==> config.mk <==
export PLATFORM = sky130hd
export DESIGN_NAME = param_register_file
export DESIGN_NICKNAME = d
export VERILOG_FILES = /design/src/rtl/param_register_file.sv
export SDC_FILE = /design/constraint.sdc
export NUM_CORES = 1
export LEC_CHECK = 0
export ABC_AREA = 1
export BUFFER_PORTS_ARGS = -buffer_cell sky130_fd_sc_hd__buf_2
export CORE_ASPECT_RATIO = 0.8
export CORE_MARGIN = 1
export CORE_UTILIZATION = 40
export CTS_BUF_LIST = sky130_fd_sc_hd__clkbuf_8 sky130_fd_sc_hd__clkbuf_16
export DETAILED_ROUTE_END_ITERATION = 7
export GPL_ROUTABILITY_DRIVEN = 0
export PLACE_DENSITY = 0.61
export SYNTH_ARGS = -nofsm -noshare
export SYNTH_HDL_FRONTEND = slang
export SYNTH_SLANG_ARGS = --single-unit
==> constraint.sdc <==
create_clock -name clock -period 1.4 [get_ports clock]
set_input_delay 0.35 -clock clock [delete_from_list [all_inputs] [get_ports clock]]
set_output_delay 0.35 -clock clock [all_outputs]
set_load 0.01 [all_outputs]
==> src/rtl/param_register_file.sv <==
// Parametrised register file: two registered read ports with write-first
// bypass, one write port, optional hardwired zero register and a sequenced
// bulk-clear engine that walks every register to zero, one per cycle.
module param_register_file #(
   parameter int unsigned WIDTH    = 8,
   parameter int unsigned DEPTH    = 8,
   parameter bit          ZERO_REG = 1'b0,
   parameter int unsigned ADDR_W   = $clog2(DEPTH)
) (
   input  logic              clock,
   input  logic              resetN,
   input  logic              regWrite,
   input  logic [ADDR_W-1:0] writeRegister,
   input  logic [WIDTH-1:0]  writeData,
   input  logic [ADDR_W-1:0] readRegister1,
   input  logic [ADDR_W-1:0] readRegister2,
   input  logic              immediate,
   input  logic [WIDTH-1:0]  ltValue,
   input  logic              clearStart,
   output logic [WIDTH-1:0]  readData1,
   output logic [WIDTH-1:0]  readData2,
   output logic              busy
);

   typedef enum logic [0:0] {StIdle, StClear} state_e;

   localparam logic [ADDR_W-1:0] LastIdx = ADDR_W'(DEPTH - 1);
   localparam logic [ADDR_W:0]   DepthW  = (ADDR_W + 1)'(DEPTH);

   state_e            state_q, state_d;
   logic [ADDR_W-1:0] index_q, index_d;
   logic [WIDTH-1:0]  regs_q [DEPTH];
   logic [WIDTH-1:0]  rd1_d, rd2_d;
   logic              clearing;
   logic              write_ok;

   function automatic logic in_range(input logic [ADDR_W-1:0] a);
      return {1'b0, a} < DepthW;
   endfunction

   // Value a read sees after this edge's update: clear and accepted write forward.
   function automatic logic [WIDTH-1:0] read_port(input logic [ADDR_W-1:0] a);
      logic [WIDTH-1:0] v;
      v = '0;
      if (!in_range(a)) begin
         v = '0;
      end else if (ZERO_REG && (a == '0)) begin
         v = '0;
      end else if (clearing && (a == index_q)) begin
         v = '0;
      end else if (write_ok && (a == writeRegister)) begin
         v = writeData;
      end else begin
         v = regs_q[a];
      end
      return v;
   endfunction

   assign clearing = (state_q == StClear);
   assign busy     = clearing;

   // Writes are dropped while clearing, out of range, or aimed at a hardwired r0.
   assign write_ok = regWrite && !clearing && in_range(writeRegister) &&
                     !(ZERO_REG && (writeRegister == '0));

   // Clear engine next state; clearStart is ignored once a clear is running.
   always_comb begin
      state_d = state_q;
      index_d = index_q;
      unique case (state_q)
         StIdle: begin
            if (clearStart) begin
               state_d = StClear;
               index_d = '0;
            end
         end
         StClear: begin
            if (index_q == LastIdx) begin
               state_d = StIdle;
               index_d = '0;
            end else begin
               index_d = index_q + 1'b1;
            end
         end
         default: begin
            state_d = StIdle;
            index_d = '0;
         end
      endcase
   end

   // Read-port next values; immediate overrides port 2 without range check.
   always_comb begin
      rd1_d = read_port(readRegister1);
      rd2_d = immediate ? ltValue : read_port(readRegister2);
   end

   // Clear engine state register.
   always_ff @(posedge clock or negedge resetN) begin
      if (!resetN) begin
         state_q <= StIdle;
         index_q <= '0;
      end else begin
         state_q <= state_d;
         index_q <= index_d;
      end
   end

   // Register array: clear slot takes priority (writes are dropped then anyway).
   always_ff @(posedge clock or negedge resetN) begin
      if (!resetN) begin
         for (int i = 0; i < int'(DEPTH); i++) begin
            regs_q[i] <= '0;
         end
      end else begin
         for (int i = 0; i < int'(DEPTH); i++) begin
            if (clearing && (index_q == ADDR_W'(i))) begin
               regs_q[i] <= '0;
            end else if (write_ok && (writeRegister == ADDR_W'(i))) begin
               regs_q[i] <= writeData;
            end
         end
      end
   end

   // Registered read data.
   always_ff @(posedge clock or negedge resetN) begin
      if (!resetN) begin
         readData1 <= '0;
         readData2 <= '0;
      end else begin
         readData1 <= rd1_d;
         readData2 <= rd2_d;
      end
   end

endmodule

==> results of run 1 <==
[kinds of logic (layout without fill, tap and decap cells)]
family | Yosys count | after routing
adders and majority gates | 6 | 6
AOI/OAI and AO/OA | 102 | 102
and+or+nand+nor | 382 | 384
xor gates and xnor gates | 1 | 1
buffers and inverters | 73 | 166
DFF | 84 | 84
[power groups by stage]
stage | clock network [uW] | registers, uW | logic, uW
2_1_floorplan | 0 | 3550 | 1840
3_3_place_gp | 0 | 3610 | 3200
3_5_place_dp | 0 | 3640 | 3250
4_1_cts | 2500 | 3600 | 3330
5_1_grt | 2620 | 3720 | 4120
6_report | 2470 | 3640 | 3760
[stage by stage]
| step | instances | setup WS (ns) | hold WS [ns] | util |
|---|---|---|---|---|
| finish | 891 | -0.04559 | 0.2014 | 0.5332 |
| global route | 891 | -0.1223 | 0.2120 | 0.5332 |
| CTS | 881 | -0.04740 | 0.2015 | 0.5083 |
| detailed placement | 863 | -0.1373 | 0.2748 | 0.4775 |
| global placement | 863 | -0.1031 | 0.2583 | 0.4775 |
| floorplan | 648 | 0.02576 | 0.05441 | - |
[critical path, delay by kind of cell, from the launching register on]
kind            cells  cell delay (ns)
buf+inv             2             0.22
simple gates        4             0.55
flops               1             0.42
compound gates      1             0.10
[routing by layer]
| metal | part of all wire | track usage | wire (um) |
|---|---|---|---|
| met2 | 0.43 | 0.3953 | 7131 |
| met3 | 0.10 | 0.09518 | 1703 |
| met4 | 0.019 | 0.08341 | 321 |
| met5 | 0 | 0 | 0 |
| met1 | 0.44 | 0.3930 | 7334 |
[flip-flops by register name, summed over array words and instances (netlist names)]
name / flops
regs_q: 64
readData1: 8
readData2: 8
index_q: 3
busy: 1
[layout make-up]
cell class,instances,area (sq um)
Clock buffer,11,252.7
Multi-Input combinational cell,493,2495
Fill cell,1126,5376
Clock inverter,5,60.06
Timing Repair Buffer,112,899.6
Sequential cell,84,2102
Inverter,38,146.4
Tap cell,148,185.2
[path summary, 6_finish.rpt]
path,from,to,cells after the start
max,busy,regs_q[32],7
min,ltValue[2],readData2[2],3
max reg2reg,busy,regs_q[32],7
min reg2reg,regs_q[29],regs_q[29],2
max in group asynchronous,resetN,regs_q[17],3
min in group asynchronous,resetN,regs_q[30],2
[layout by cell type, fill, tap and decap left out]
cell,instances
inv_2,7
inv_4,1
nor2_4,5
o21ai_2,2
nand2_1,166
nor2_2,5
nand3_4,2
clkbuf_8,2
clkbuf_16,10
dfrtp_1,84
nand2_4,4
xnor2_1,1
o31ai_1,1
a211oi_1,1
buf_4,52
ha_2,1
buf_12,11
nand2_2,6
a21oi_1,13
nand3_2,14
clkinv_2,2
clkinvlp_4,1
bufinv_16,1
ha_1,5
inv_1,29
nand3_1,137
nor3_2,1
buf_6,3
a21oi_2,2
nand2_8,2
clkinv_4,2
buf_2,44
nor2_1,42
o22ai_1,13
o21ai_0,48
dlygate4sd3_1,1
o21ai_1,22
[timing repair]
item                                    CTS  global route
gates cloned                              0             3
pin swaps                                 1            10
buffers inserted                          1             7
hold buffers                              1             0
endpoints found under the setup margin   50            81
gates resized for setup                   7            36
hold endpoints to repair                 21             0
==> flow_metrics.tcl, run 1 <==
set metrics [dict create \
    ys_types 27 \
    fin_area_sq_um 6141 \
    drt_iter0_drc 544 \
    grt_max_degree 33 \
    io-pin-count 47 \
    crit_path_end_kind "register" \
    power.switching_uw 3668 \
    p_sw_frac 0.3719 \
    final_net_count 774 \
    routed_wl_mm 16.49 \
    cp_slowest_cell "dfrtp_1" \
    n_antenna_cell 0 \
    die_area_sq_um 12300 \
    leakagePower_uw 0.002928 \
    syn_avg_cell_area_sq_um 7.320 \
    cp_max_fo 8 \
    synthXorXnorAreaFrac 0.001846 \
    cts_tree "built" \
    drt_pass1_iterations 5 \
    clk_latency_ns 0.35 \
    required_ns 1.60 \
    drc_errors 0 \
    synth_flop_cell "dfrtp_1" \
    wl_per_cell_um 18.51 \
    yosys.area.top_type "dfrtp_1" \
    vias 5053 \
    finClkSkew_ns 0.008583 \
    cp.arrival_ns 1.64 \
    ant_nets 0 \
    tightest_slew_ns 0.4714 \
    violations "negative setup slack" \
    cts_max_level 3 \
    die_width_um 123.8 \
    reg2reg_slack_ns -0.05 \
    fin_crit_ns 1.446 \
    grt_pass1_wl_mm 24.85 \
    drive_above_1_share 0.2423 \
    synthSimpleGateAreaFrac 0.3543 \
    clockBufferDepth 2 \
    synth_top_area_frac 0.4432 \
    drv_slew 0 \
    power_uw 9863 \
    clock.fmax_mhz 691.8 \
    syn2layout_area_growth_pct 29.46 \
    worst_setup_path_start_kind "register" \
    relSlewSlack 0.6846 \
    synth_async_sr_flop_share 1.000 \
    netlist_area_sq_um 4743 \
    cts_buffers 9 \
    ys_top_cells_by_count "nand2_1, nand3_1, dfrtp_1, o21ai_0, nor2_1" \
    grt_overflow_total 0 \
    via_per_inst 5.671 \
    drv_cap 0 \
    clockRootBuffer "clkbuf_16" \
    vdd_drop_max_mv 0.8494 \
    initial_utilization 0.4118 \
    grt_setup_unrepaired "yes" \
    synth.area.mux_share 0 \
    yosys-top-cells-area "dfrtp_1, nand3_1, nand2_1" \
    path_class "reg2reg" \
    core_sq_um 11520 \
    share_comb_of_total_power 0.381 \
    p_int_uw 6194 \
    clkSinkCount 84 \
    fin_ws_ns -0.04559 \
    synth_enable_flop_cells 0 \
    fin_crit_sh 1.033 \
    p_per_area_nw_per_um2 1606 \
    synth-adder-area-share 0.01583 \
    yosysSeqAreaShare 0.4432 \
    hold_violations 0 \
    path_cells "nor2_4 -> inv_2 -> nor2_4 -> buf_12 -> nand3_4 -> nand3_1 -> o21ai_0" \
    antenna_found_initial 0 \
    io_buffers 46 \
    power_frac_clock 0.250 \
    yosys_warnings 0 \
    netlist_instances 648 \
    rows 35 \
    seq_power_share 0.369 \
    finalSetupTns_ns -0.2481 \
    grt_pass1_vias 4556 \
    track_usage 0.2771 \
    synth_fp_nets 684 \
    hpwl_mm 12.05 \
    die_h_um 99.40 \
    ys_ff_latch 84 \
    finalSetupViolCount 10 \
    synth-compound-area-share 0.1129 \
    outcome "finished with violations" \
    yosysMostFrequentCell "nand2_1" \
    cts.clk_slew.worst_paths_ns 0.07 \
    synth_top_family_by_area "simple AND/OR/NAND/NOR gates" \
    slowest_delay_ns 0.42 \
    crit_top_cell "nor2_4" \
    hp-class "in2reg" \
    dpl_cell_area_sq_um 5499 \
]
No activity file was read; power rests on OpenSTA's default activity.
==> inputs of run 2 (changes only) <==
- CTS_BUF_LIST: sky130_fd_sc_hd__clkbuf_8 sky130_fd_sc_hd__clkbuf_16 -> not set
- SETUP_SLACK_MARGIN: not set -> 0.05
==> run 2 against run 1 <==
The run still ends with negative setup slack left. Sequential power increased by 1%. Final area grew 3.4%. Clock power grew 5%. Core utilization increased by 1.8 points. Register-to-register slack about the same. Global-route usage fell by 0.36 points. Wire length up 1.4%. Combinational power is 5.9% higher. Highest routed layer unchanged.
==> flow_metrics.tcl, run 2 (same netlist as run 1, synthesis figures left out) <==
set metrics [dict create \
    outcome "finished with violations" \
    violations "negative setup slack" \
    clkSinkCount 84 \
    required_ns 1.62 \
    fin_area_sq_um 6351 \
    grt_max_degree 85 \
    fin_crit_sh 1.035 \
    clock.fmax_mhz 689.9 \
    antenna_found_initial 0 \
    stdcell_count 893 \
    cpLargestDelayFamily "flip-flops" \
    grt_pass1_wl_mm 25.16 \
    finalSetupTns_ns -0.3351 \
    relSlewSlack 0.6755 \
    grt_pass1_vias 4677 \
    via_per_inst 5.843 \
    cp_max_fo 8 \
    utilization 0.5514 \
    tightest_slew_ns 0.4862 \
    finClkSkew_ns 0.005529 \
    drt_iter0_drc 690 \
    power_uw 10260 \
    grt_setup_unrepaired "yes" \
    slowest_delay_ns 0.44 \
    largest-register "regs_q" \
    die_area_sq_um 12300 \
    drt_pass1_iterations 5 \
    clockBufferDepth 2 \
    fin_ws_ns -0.04949 \
    hp-class "in2async" \
    hold_violations 0 \
    io-pin-count 47 \
    core_sq_um 11520 \
    cts_buffers 9 \
    hpwl_mm 11.39 \
    path_buf_inv 3 \
    final_net_count 776 \
    path_cells "nor2_4 -> inv_2 -> nor2_4 -> buf_6 -> nand2_4 -> nand2_4 -> buf_12 -> o22ai_1" \
    clk_latency_ns 0.35 \
    cts.clk_slew.worst_paths_ns 0.06 \
    die_h_um 99.40 \
    drc_errors 0 \
    drv_cap 0 \
    cts_max_level 3 \
    layout_commonest_cell "nand2_1" \
    io_buffers 46 \
    grt_overflow_total 0 \
    fin_crit_ns 1.449 \
    path_class "reg2reg" \
    leakagePower_uw 0.002969 \
    dpl_cell_area_sq_um 5488 \
    cp_slowest_cell "dfrtp_2" \
    nFillCells 1043 \
    initial_utilization 0.4118 \
    n_antenna_cell 0 \
    worst_setup_path_start_kind "register" \
    p_per_area_nw_per_um2 1615 \
    rows 35 \
    reg.largest.list "regs_q x64, readData1 x8, readData2 x8" \
    cp.arrival_ns 1.67 \
    drive_above_1_share 0.2859 \
    die_width_um 123.8 \
    dp_cells 863 \
    track_usage 0.2735 \
    syn2layout_area_growth_pct 33.90 \
    final_cell_mix "nand2_1, nand3_1, dfrtp_1" \
    clockRootBuffer "clkbuf_16" \
    wl_per_cell_um 18.73 \
    ant_nets 0 \
    cts_tree "built" \
    routed_wl_mm 16.73 \
    vdd_drop_max_mv 0.7626 \
    cts_hold_buf 0 \
    finalSetupViolCount 9 \
    crit_path_end_kind "register" \
    largest_reg_flops 64 \
    drv_slew 0 \
    vias 5218 \
]
-- run 2: changes by cell type in the layout (fill, tap and decap cells not counted), sizes merged --
cell and delta:
nand3 -1, clkbuf +1, nand2 +2, buf +2
bufinv +1, dlygate4sd3 -1, clkinv -2
-- run 2: metrics by stage --
stage	hold WS [ns]	worst slack [ns]
after CTS	0.05047	0.01141
final	0.004666	-0.04949
after detailed placement	0.4224	-0.1679
after floorplan	0.05441	0.06549
after global placement	0.4192	-0.1376
after global routing	0.06812	-0.09788
-- run 2: final cells by class --
class                           count  area (sq um)  share of cell area
Tap cell                          148         185.2             0.02916
Inverter                           38         146.4             0.02305
Multi-Input combinational cell    494          2684              0.4226
Clock inverter                      4         72.57             0.01143
Timing Repair Buffer              113         910.9              0.1434
Clock buffer                       12         246.5             0.03881
Sequential cell                    84          2106              0.3316
-- run 2: worst reg2reg max path: stages (launching register included) --
cell,delay [ns]
dfrtp_2,0.44
nor2_4,0.12
inv_2,0.07
nor2_4,0.14
buf_6,0.17
nand2_4,0.07
nand2_4,0.09
buf_12,0.14
o22ai_1,0.08
-- run 2: repair_timing --
item / 4_1_cts / 5_1_grt
pin swaps: 3 / 12
cloned: 1 / 3
gates resized for setup: 14 / 88
setup buffers: 5 / 5
setup endpoints to repair: 68 / 82
-- run 2: path summary, 6_finish.rpt --
check                           startpoint            to  slack, ns  depth (start not counted)
worst max-delay path                  busy    regs_q[61]      -0.05                          8
worst min-delay path                resetN    regs_q[55]      0.005                          2
worst max register to register        busy    regs_q[61]      -0.05                          8
worst min register to register  regs_q[44]    regs_q[44]       0.54                          2
max in group asynchronous           resetN          busy       0.98                          2
min in group clock              ltValue[1]  readData2[1]       0.20                          3
-- run 2: report_power, final --
part	internal [uW]	switching, uW	total [uW]
logic	1750	2230	3980
clock network	1610	982	2590
registers	3100	592	3690
-- run 2: metal layers --
layer | track usage | up-vias | wire length (um) | part of all wire
li1 | - | 2361 | - | -
met1 | 0.3920 | 2482 | 7135 | 0.43
met2 | 0.4120 | 326 | 7468 | 0.45
met3 | 0.05505 | 49 | 1696 | 0.10
met4 | 0.08712 | 0 | 427 | 0.026
met5 | 0 | - | 0 | 0
